--- src/rtl/keypad_pkg.sv ---
// keypad_matrix_emu shared definitions
// key codes, row/column strobes, FSM encoding, key decode table
package keypad_pkg;

  localparam logic [3:0] KEY_STAR = 4'd10;
  localparam logic [3:0] KEY_HASH = 4'd11;

  localparam logic [2:0] COL1 = 3'b100;
  localparam logic [2:0] COL2 = 3'b010;
  localparam logic [2:0] COL3 = 3'b001;

  localparam logic [3:0] ROW1 = 4'b1000;
  localparam logic [3:0] ROW2 = 4'b0100;
  localparam logic [3:0] ROW3 = 4'b0010;
  localparam logic [3:0] ROW4 = 4'b0001;

  typedef enum logic [1:0] {
    ST_IDLE  = 2'd0,
    ST_PRESS = 2'd1,
    ST_GAP   = 2'd2
  } state_e;

  // {col[2:0], row[3:0]}; all-zero for codes outside 0..11
  function automatic logic [6:0] key_to_colrow(
    input logic [3:0] code
  );
    logic [6:0] v;
    v = '0;
    unique case (code)
      4'd1:     v = {COL1, ROW1};
      4'd4:     v = {COL1, ROW2};
      4'd7:     v = {COL1, ROW3};
      KEY_STAR: v = {COL1, ROW4};
      4'd2:     v = {COL2, ROW1};
      4'd5:     v = {COL2, ROW2};
      4'd8:     v = {COL2, ROW3};
      4'd0:     v = {COL2, ROW4};
      4'd3:     v = {COL3, ROW1};
      4'd6:     v = {COL3, ROW2};
      4'd9:     v = {COL3, ROW3};
      KEY_HASH: v = {COL3, ROW4};
      default:  v = '0;
    endcase
    return v;
  endfunction

endpackage

--- src/rtl/keypad_matrix_emu_if.sv ---
// keypad_matrix_emu bus
// key request handshake, scan strobes/returns, status pulses
interface keypad_matrix_emu_if;

  logic [3:0] key_code;
  logic       key_valid;
  logic       key_ready;
  logic [2:0] scan_key;
  logic [3:0] touch_key;
  logic       busy;
  logic       done;
  logic       err;

  modport master (
    output key_code,
    output key_valid,
    output scan_key,
    input  key_ready,
    input  touch_key,
    input  busy,
    input  done,
    input  err
  );

  modport slave (
    input  key_code,
    input  key_valid,
    input  scan_key,
    output key_ready,
    output touch_key,
    output busy,
    output done,
    output err
  );

endinterface

--- src/rtl/keypad_scan_sync.sv ---
// keypad_scan_sync
// column strobe synchroniser and scan-round start detector
module keypad_scan_sync
  import keypad_pkg::*;
(
  input  logic       fin,
  input  logic       rst,
  input  logic [2:0] i_scan,
  output logic [2:0] o_col,
  output logic       o_round_start
);

  logic [2:0] r_s1;
  logic [2:0] r_s2;
  logic [2:0] r_prev;

  // two capture flops plus one stage of history for edge detect
  always_ff @(posedge fin or negedge rst) begin
    if (!rst) begin
      r_s1   <= '0;
      r_s2   <= '0;
      r_prev <= '0;
    end else begin
      r_s1   <= i_scan;
      r_s2   <= r_s1;
      r_prev <= r_s2;
    end
  end

  assign o_col         = r_s2;
  assign o_round_start = (r_s2 == COL1) && (r_prev != COL1);

endmodule

--- src/rtl/keypad_matrix_emu.sv ---
// keypad_matrix_emu
// key-switch side of a 3x4 scanned keypad
module keypad_matrix_emu
  import keypad_pkg::*;
#(
  parameter int HOLD_SCANS  = 4,
  parameter int GAP_SCANS   = 2,
  parameter int TIMEOUT_CYC = 262144
) (
  input  logic                fin,
  input  logic                rst,
  keypad_matrix_emu_if.slave  bus
);

  localparam int MAXR = (HOLD_SCANS > GAP_SCANS) ?
                        HOLD_SCANS : GAP_SCANS;
  localparam int CW   = $clog2(MAXR + 1);
  localparam int TW   = $clog2(TIMEOUT_CYC + 1);

  localparam logic [1:0] S_IDLE  = ST_IDLE;
  localparam logic [1:0] S_PRESS = ST_PRESS;
  localparam logic [1:0] S_GAP   = ST_GAP;

  logic [1:0]    r_state;
  logic [2:0]    r_col;
  logic [3:0]    r_row;
  logic [CW-1:0] r_rounds;
  logic [TW-1:0] r_timer;
  logic          r_done;
  logic          r_err;

  logic [2:0]    w_unused_col;
  logic          w_rs;
  logic [6:0]    w_colrow;
  logic          w_legal;
  logic          w_pressed;
  logic [CW-1:0] w_rounds_nx;
  logic [CW-1:0] w_target;
  logic [TW-1:0] w_tmr_nx;

  keypad_scan_sync u_sync (
    .fin           (fin),
    .rst           (rst),
    .i_scan        (bus.scan_key),
    .o_col         (w_unused_col),
    .o_round_start (w_rs)
  );

  assign w_colrow  = key_to_colrow(bus.key_code);
  assign w_legal   = (bus.key_code <= KEY_HASH);
  assign w_pressed = (r_state == S_PRESS);

  assign w_rounds_nx = (r_rounds == CW'(MAXR)) ?
                       r_rounds : r_rounds + 1'b1;
  assign w_target    = (r_state == S_PRESS) ?
                       CW'(HOLD_SCANS) : CW'(GAP_SCANS);
  assign w_tmr_nx    = (r_timer == '1) ?
                       r_timer : r_timer + 1'b1;

  // passive switch: row returns only on an exact column match
  assign bus.touch_key = (w_pressed && bus.scan_key == r_col) ?
                         r_row : 4'b0000;

  assign bus.key_ready = (r_state == S_IDLE);
  assign bus.busy      = (r_state != S_IDLE);
  assign bus.done      = r_done;
  assign bus.err       = r_err;

  // press/gap sequencer with round counting and scan timeout
  always_ff @(posedge fin or negedge rst) begin
    if (!rst) begin
      r_state  <= S_IDLE;
      r_col    <= '0;
      r_row    <= '0;
      r_rounds <= '0;
      r_timer  <= '0;
      r_done   <= 1'b0;
      r_err    <= 1'b0;
    end else begin
      r_done <= 1'b0;
      r_err  <= 1'b0;
      unique case (r_state)
        S_IDLE: begin
          if (bus.key_valid) begin
            if (w_legal) begin
              r_col    <= w_colrow[6:4];
              r_row    <= w_colrow[3:0];
              r_rounds <= '0;
              r_timer  <= '0;
              r_state  <= S_PRESS;
            end else begin
              r_err <= 1'b1;
            end
          end
        end
        S_PRESS, S_GAP: begin
          if (w_rs) begin
            r_timer <= '0;
            if (w_rounds_nx == w_target) begin
              r_rounds <= '0;
              if (r_state == S_PRESS) begin
                r_state <= S_GAP;
              end else begin
                r_state <= S_IDLE;
                r_done  <= 1'b1;
              end
            end else begin
              r_rounds <= w_rounds_nx;
            end
          end else if (w_tmr_nx == TW'(TIMEOUT_CYC)) begin
            r_timer  <= '0;
            r_rounds <= '0;
            r_err    <= 1'b1;
            r_state  <= S_IDLE;
          end else begin
            r_timer <= w_tmr_nx;
          end
        end
        default: begin
          r_state <= S_IDLE;
        end
      endcase
    end
  end

endmodule
--- src/flat_wrapper.sv ---
// flat-port wrapper written by rule: the top's interface ports become plain ports
module keypad_matrix_emu_flat import keypad_pkg::*;
#(
  parameter int HOLD_SCANS  = 4,
  parameter int GAP_SCANS   = 2,
  parameter int TIMEOUT_CYC = 262144
)
  (fin, rst, bus_key_code, bus_key_valid, bus_scan_key, bus_key_ready, bus_touch_key, bus_busy, bus_done, bus_err);
  keypad_matrix_emu_if bus_i ();
  input  logic fin;
  input  logic rst;
  input wire logic [$bits(bus_i.key_code)-1:0] bus_key_code;
  input wire logic [$bits(bus_i.key_valid)-1:0] bus_key_valid;
  input wire logic [$bits(bus_i.scan_key)-1:0] bus_scan_key;
  output wire logic [$bits(bus_i.key_ready)-1:0] bus_key_ready;
  output wire logic [$bits(bus_i.touch_key)-1:0] bus_touch_key;
  output wire logic [$bits(bus_i.busy)-1:0] bus_busy;
  output wire logic [$bits(bus_i.done)-1:0] bus_done;
  output wire logic [$bits(bus_i.err)-1:0] bus_err;
  assign bus_i.key_code = bus_key_code;
  assign bus_i.key_valid = bus_key_valid;
  assign bus_i.scan_key = bus_scan_key;
  assign bus_key_ready = bus_i.key_ready;
  assign bus_touch_key = bus_i.touch_key;
  assign bus_busy = bus_i.busy;
  assign bus_done = bus_i.done;
  assign bus_err = bus_i.err;
  keypad_matrix_emu #(.HOLD_SCANS(HOLD_SCANS), .GAP_SCANS(GAP_SCANS), .TIMEOUT_CYC(TIMEOUT_CYC)) u_core (.fin(fin), .rst(rst), .bus(bus_i));
endmodule
--- config.mk ---
export PLATFORM = sky130hd
export DESIGN_NAME = keypad_matrix_emu_flat
export DESIGN_NICKNAME = d
export VERILOG_FILES = /design/src/rtl/keypad_pkg.sv /design/src/rtl/keypad_matrix_emu_if.sv /design/src/rtl/keypad_scan_sync.sv /design/src/rtl/keypad_matrix_emu.sv /design/src/flat_wrapper.sv
export SDC_FILE = /design/constraint.sdc
export NUM_CORES = 1
export LEC_CHECK = 0
export CAP_MARGIN = 30
export CORE_MARGIN = 4
export CORE_UTILIZATION = 59
export CTS_CLUSTER_SIZE = 20
export DETAILED_ROUTE_END_ITERATION = 16
export GPL_ROUTABILITY_DRIVEN = 1
export PLACE_DENSITY_LB_ADDON = 0.08
export SYNTH_ARGS = -nofsm -noshare
export SYNTH_HDL_FRONTEND = slang
export SYNTH_SLANG_ARGS = --single-unit
--- constraint.sdc ---
create_clock -name fin -period 5.7 [get_ports fin]
set_input_delay 1.71 -clock fin [delete_from_list [all_inputs] [get_ports fin]]
set_output_delay 1.71 -clock fin [all_outputs]
set_load 0.01 [all_outputs]
==> reports/metrics.csv <==
metric,value,unit
status,finished clean,
drtPass1Iterations,4,
hold_viol,0,
syn_area,0.00273,mm^2
skew,0.0108,ns
syn_nets,332,
synth_top_family_by_area,simple AND/OR/NAND/NOR gates,
yosysTopAreaCell,dfrtp_1,
syn_area_per_cell,8.75,um^2
cts_made_buffers,5,
async_flop_share,1.00,
grtUsageMet3,0.0461,
synth_edf_count,0,
synth_fa_ha_area_frac,0.0458,
worstSetupStartpointType,input port,
r2r-start,u_core.r_timer[8],
num-fill-cells,403,
startpoint,bus_scan_key[0],
via_count,2387,
synthMostInstantiatedCell,dfrtp_1,
avgViaCountPerCell,6.47,
netlist_instances,312,
grt_remaining_overflow,0,
synth-seq-area-share,0.385,
cp_max_fo,4,
cts_root_buf,clkbuf_8,
cpLargestDelayFamily,buffers and inverters,
p_leak,1.24,nW
synthSimpleGateAreaFrac,0.236,
grt_pass1_wl,11000,um
finalCriticalPeriod,5.23,ns
die_y,76.0,um
n_antenna_cell,0,
max-slew-margin-rel,0.488,
core,0.00441,mm^2
start_util,0.618,
tightest_slew,0.761,ns
worstSkewPairLatency,0.30,ns
setup_slack,0.470,ns
rsz0062_at_grt,no,
h-tree-depth,2,
synth_top_area_share,0.385,
track_usage,0.228,
dp_hpwl,4460,um
rows,24,
arrival,3.52,ns
critPathMaxStageDelay,0.54,ns
min_period_over_period,0.918,
drc_errors,0,
peakVddDrop,206,uV
clk_pin_slew,0.09,ns
synthMuxAreaShare,0.0220,
grt_max_degree,43,
cts_resized,0,
crit_chain,clkdlybuf4s50_1 > xnor2_1 > nand2_1 > nor3_1 > and2_1 > clkdlybuf4s50_1,
grt_use_met2,0.337,
port_buffers,17,
ys.flop_type,dfrtp_1,
top_usage_layer,met2,
maxCapViolCount,0,
yosys_warnings,0,
path_class,input port to output pin,
globalplace.congestion,0.897,
antenna_found_initial,0,
post_cts.repair.setup_buffers,0,
cts_tree,done,
ys_ff_latch,42,
fin_tns_setup,0,ns
yosys-top-cells-area,"dfrtp_1 (38%), ha_1 (4.6%), nand2_1 (4.4%)",
cp_num_buf_inv,2,
wirelength,6370,um
first_iter_violations,208,
io_pins,18,
synthXorXnorAreaFrac,0.0321,
cts_sinks,42,
clockBufferDepth,2,
layout.nets,336,
cp_slowest_cell,clkdlybuf4s50_1,
synth_compound_area_frac,0.226,
cts_hold_buffers,0,
setup_viol,0,
place_ws,0.471,ns
drv_slew,0,
areaGrowthSynthToFinish,9.81,%
hp-class,flop to flop,
hp-start,u_core.u_sync.r_s1[2],
wl_per_cell,17.3,um
synth_commonest_cells,"dfrtp_1 (42), nand2_1 (32), nor2_1 (27)",
ant_nets,0,
crit_top_cell,clkdlybuf4s50_1,
drive_above_1_share,0.0631,
dieArea,0.00578,mm^2
synth_cell_types,59,
power_density,357,mW/mm^2
max_freq,0.191,GHz
critPathRequiredTime,3.99,ns
die_w,76.0,um
grt_pass1_vias,2315,
use_met1,0.328,
endpoint_kind,output pin,
-- cell type report --
| cell class | instances | area (um^2) | area share |
|---|---|---|---|
| clock inverters | 3 | 43.8 | 0.0146 |
| inverters | 11 | 41.3 | 0.0138 |
| flip-flops and latches | 42 | 1050 | 0.351 |
| well taps | 52 | 65.1 | 0.0217 |
| clock buffers | 5 | 68.8 | 0.0230 |
| repair buffers | 19 | 193 | 0.0643 |
| multi-input cells | 237 | 1540 | 0.512 |
-- cells by family after synthesis --
kind of cell | after synthesis
muxes | 6
xor gates and xnor gates | 10
and+or+nand+nor | 124
AOI/OAI and AO/OA | 87
adders and majority gates | 10
buffers and inverters | 33
DFF | 42
-- path summary, 6_finish.rpt --
check                      cells after the start                endpoint  slack [ns]
max                                            6        bus_touch_key[1]        0.47
min                                            0  u_core.u_sync.o_col[2]        0.36
max reg2reg                                    7      u_core.r_timer[16]        2.40
min reg2reg                                    0  u_core.u_sync.o_col[2]        0.36
max in group asynchronous                      2      u_core.r_timer[15]        4.10
min in group asynchronous                      1  u_core.u_sync.o_col[1]        1.19
-- stage by stage --
step	hold WS, ns	area, um^2	power (W)	instances	utilization
finish	0.356	3000	0.00107	369	0.679
global route	0.363	3000	0.00115	369	0.679
CTS	0.358	2980	0.00107	368	0.675
detailed placement	0.335	2870	0.000824	360	0.649
global placement	0.335	2870	0.000810	360	0.649
floorplan	0.331	2730	0.000707	312	-
-- cells in the final DEF (no fill, tap or decap), types with 2 or more instances in the layout --
cell,Yosys,layout
a2111oi_0,2,2
xor2_1,6,6
nand2b_1,2,2
or2_2,2,2
o21ai_1,3,3
nand3_1,10,10
nand4_2,2,2
a22o_1,2,2
nor3_1,10,10
or4_1,2,2
mux2i_1,6,6
a31oi_1,9,9
o211ai_1,6,6
o41ai_1,2,2
a211oi_1,8,8
inv_1,11,11
and2_1,5,5
clkdlybuf4s50_1,0,16
and4_1,3,3
nor2b_1,4,4
a21oi_1,18,18
o32ai_1,2,2
nor4_1,4,4
o311ai_0,2,2
a32o_1,2,2
nor2_1,27,27
o22ai_1,2,2
dfrtp_1,42,42
and3_1,4,4
o21ai_0,14,14
ha_1,10,10
xnor2_1,4,4
nand2_1,32,32
or3_1,4,4
a221oi_1,2,2
nand4_1,6,6
clkbuf_8,0,5
a21o_1,3,3
-- worst register-to-register path: cells and delay by family (launching register included) --
| family | cells | cell delay [ns] |
|---|---|---|
| AND/OR/NAND/NOR | 3 | 1.35 |
| AO/OA/AOI/OAI | 4 | 1.22 |
| flip-flops | 1 | 0.57 |
-- power breakdown --
group          switching [W]  internal [W]
sequential         0.0000545      0.000345
combinational       0.000272      0.000154
clock               0.000113      0.000131
total               0.000439      0.000631
-- flip-flops by register name (all words and copies together), names as in the netlist --
| name | flops |
|---|---|
| u_core.r_col | 3 |
| u_core.r_timer | 19 |
| u_core.r_row | 4 |
| u_core.bus.done | 1 |
| u_core.u_sync.o_col | 3 |
| u_core.r_rounds | 3 |
| u_core.u_sync.r_s1 | 3 |
| u_core.r_state | 2 |
| u_core.bus.err | 1 |
| u_core.u_sync.r_prev | 3 |
-- layer usage --
metal	part of all wire	vias up
li1	-	1167
met5	0	-
met2	0.44	72
met4	0.028	0
met3	0.059	19
met1	0.48	1129
(Power assumes the default switching activity.)
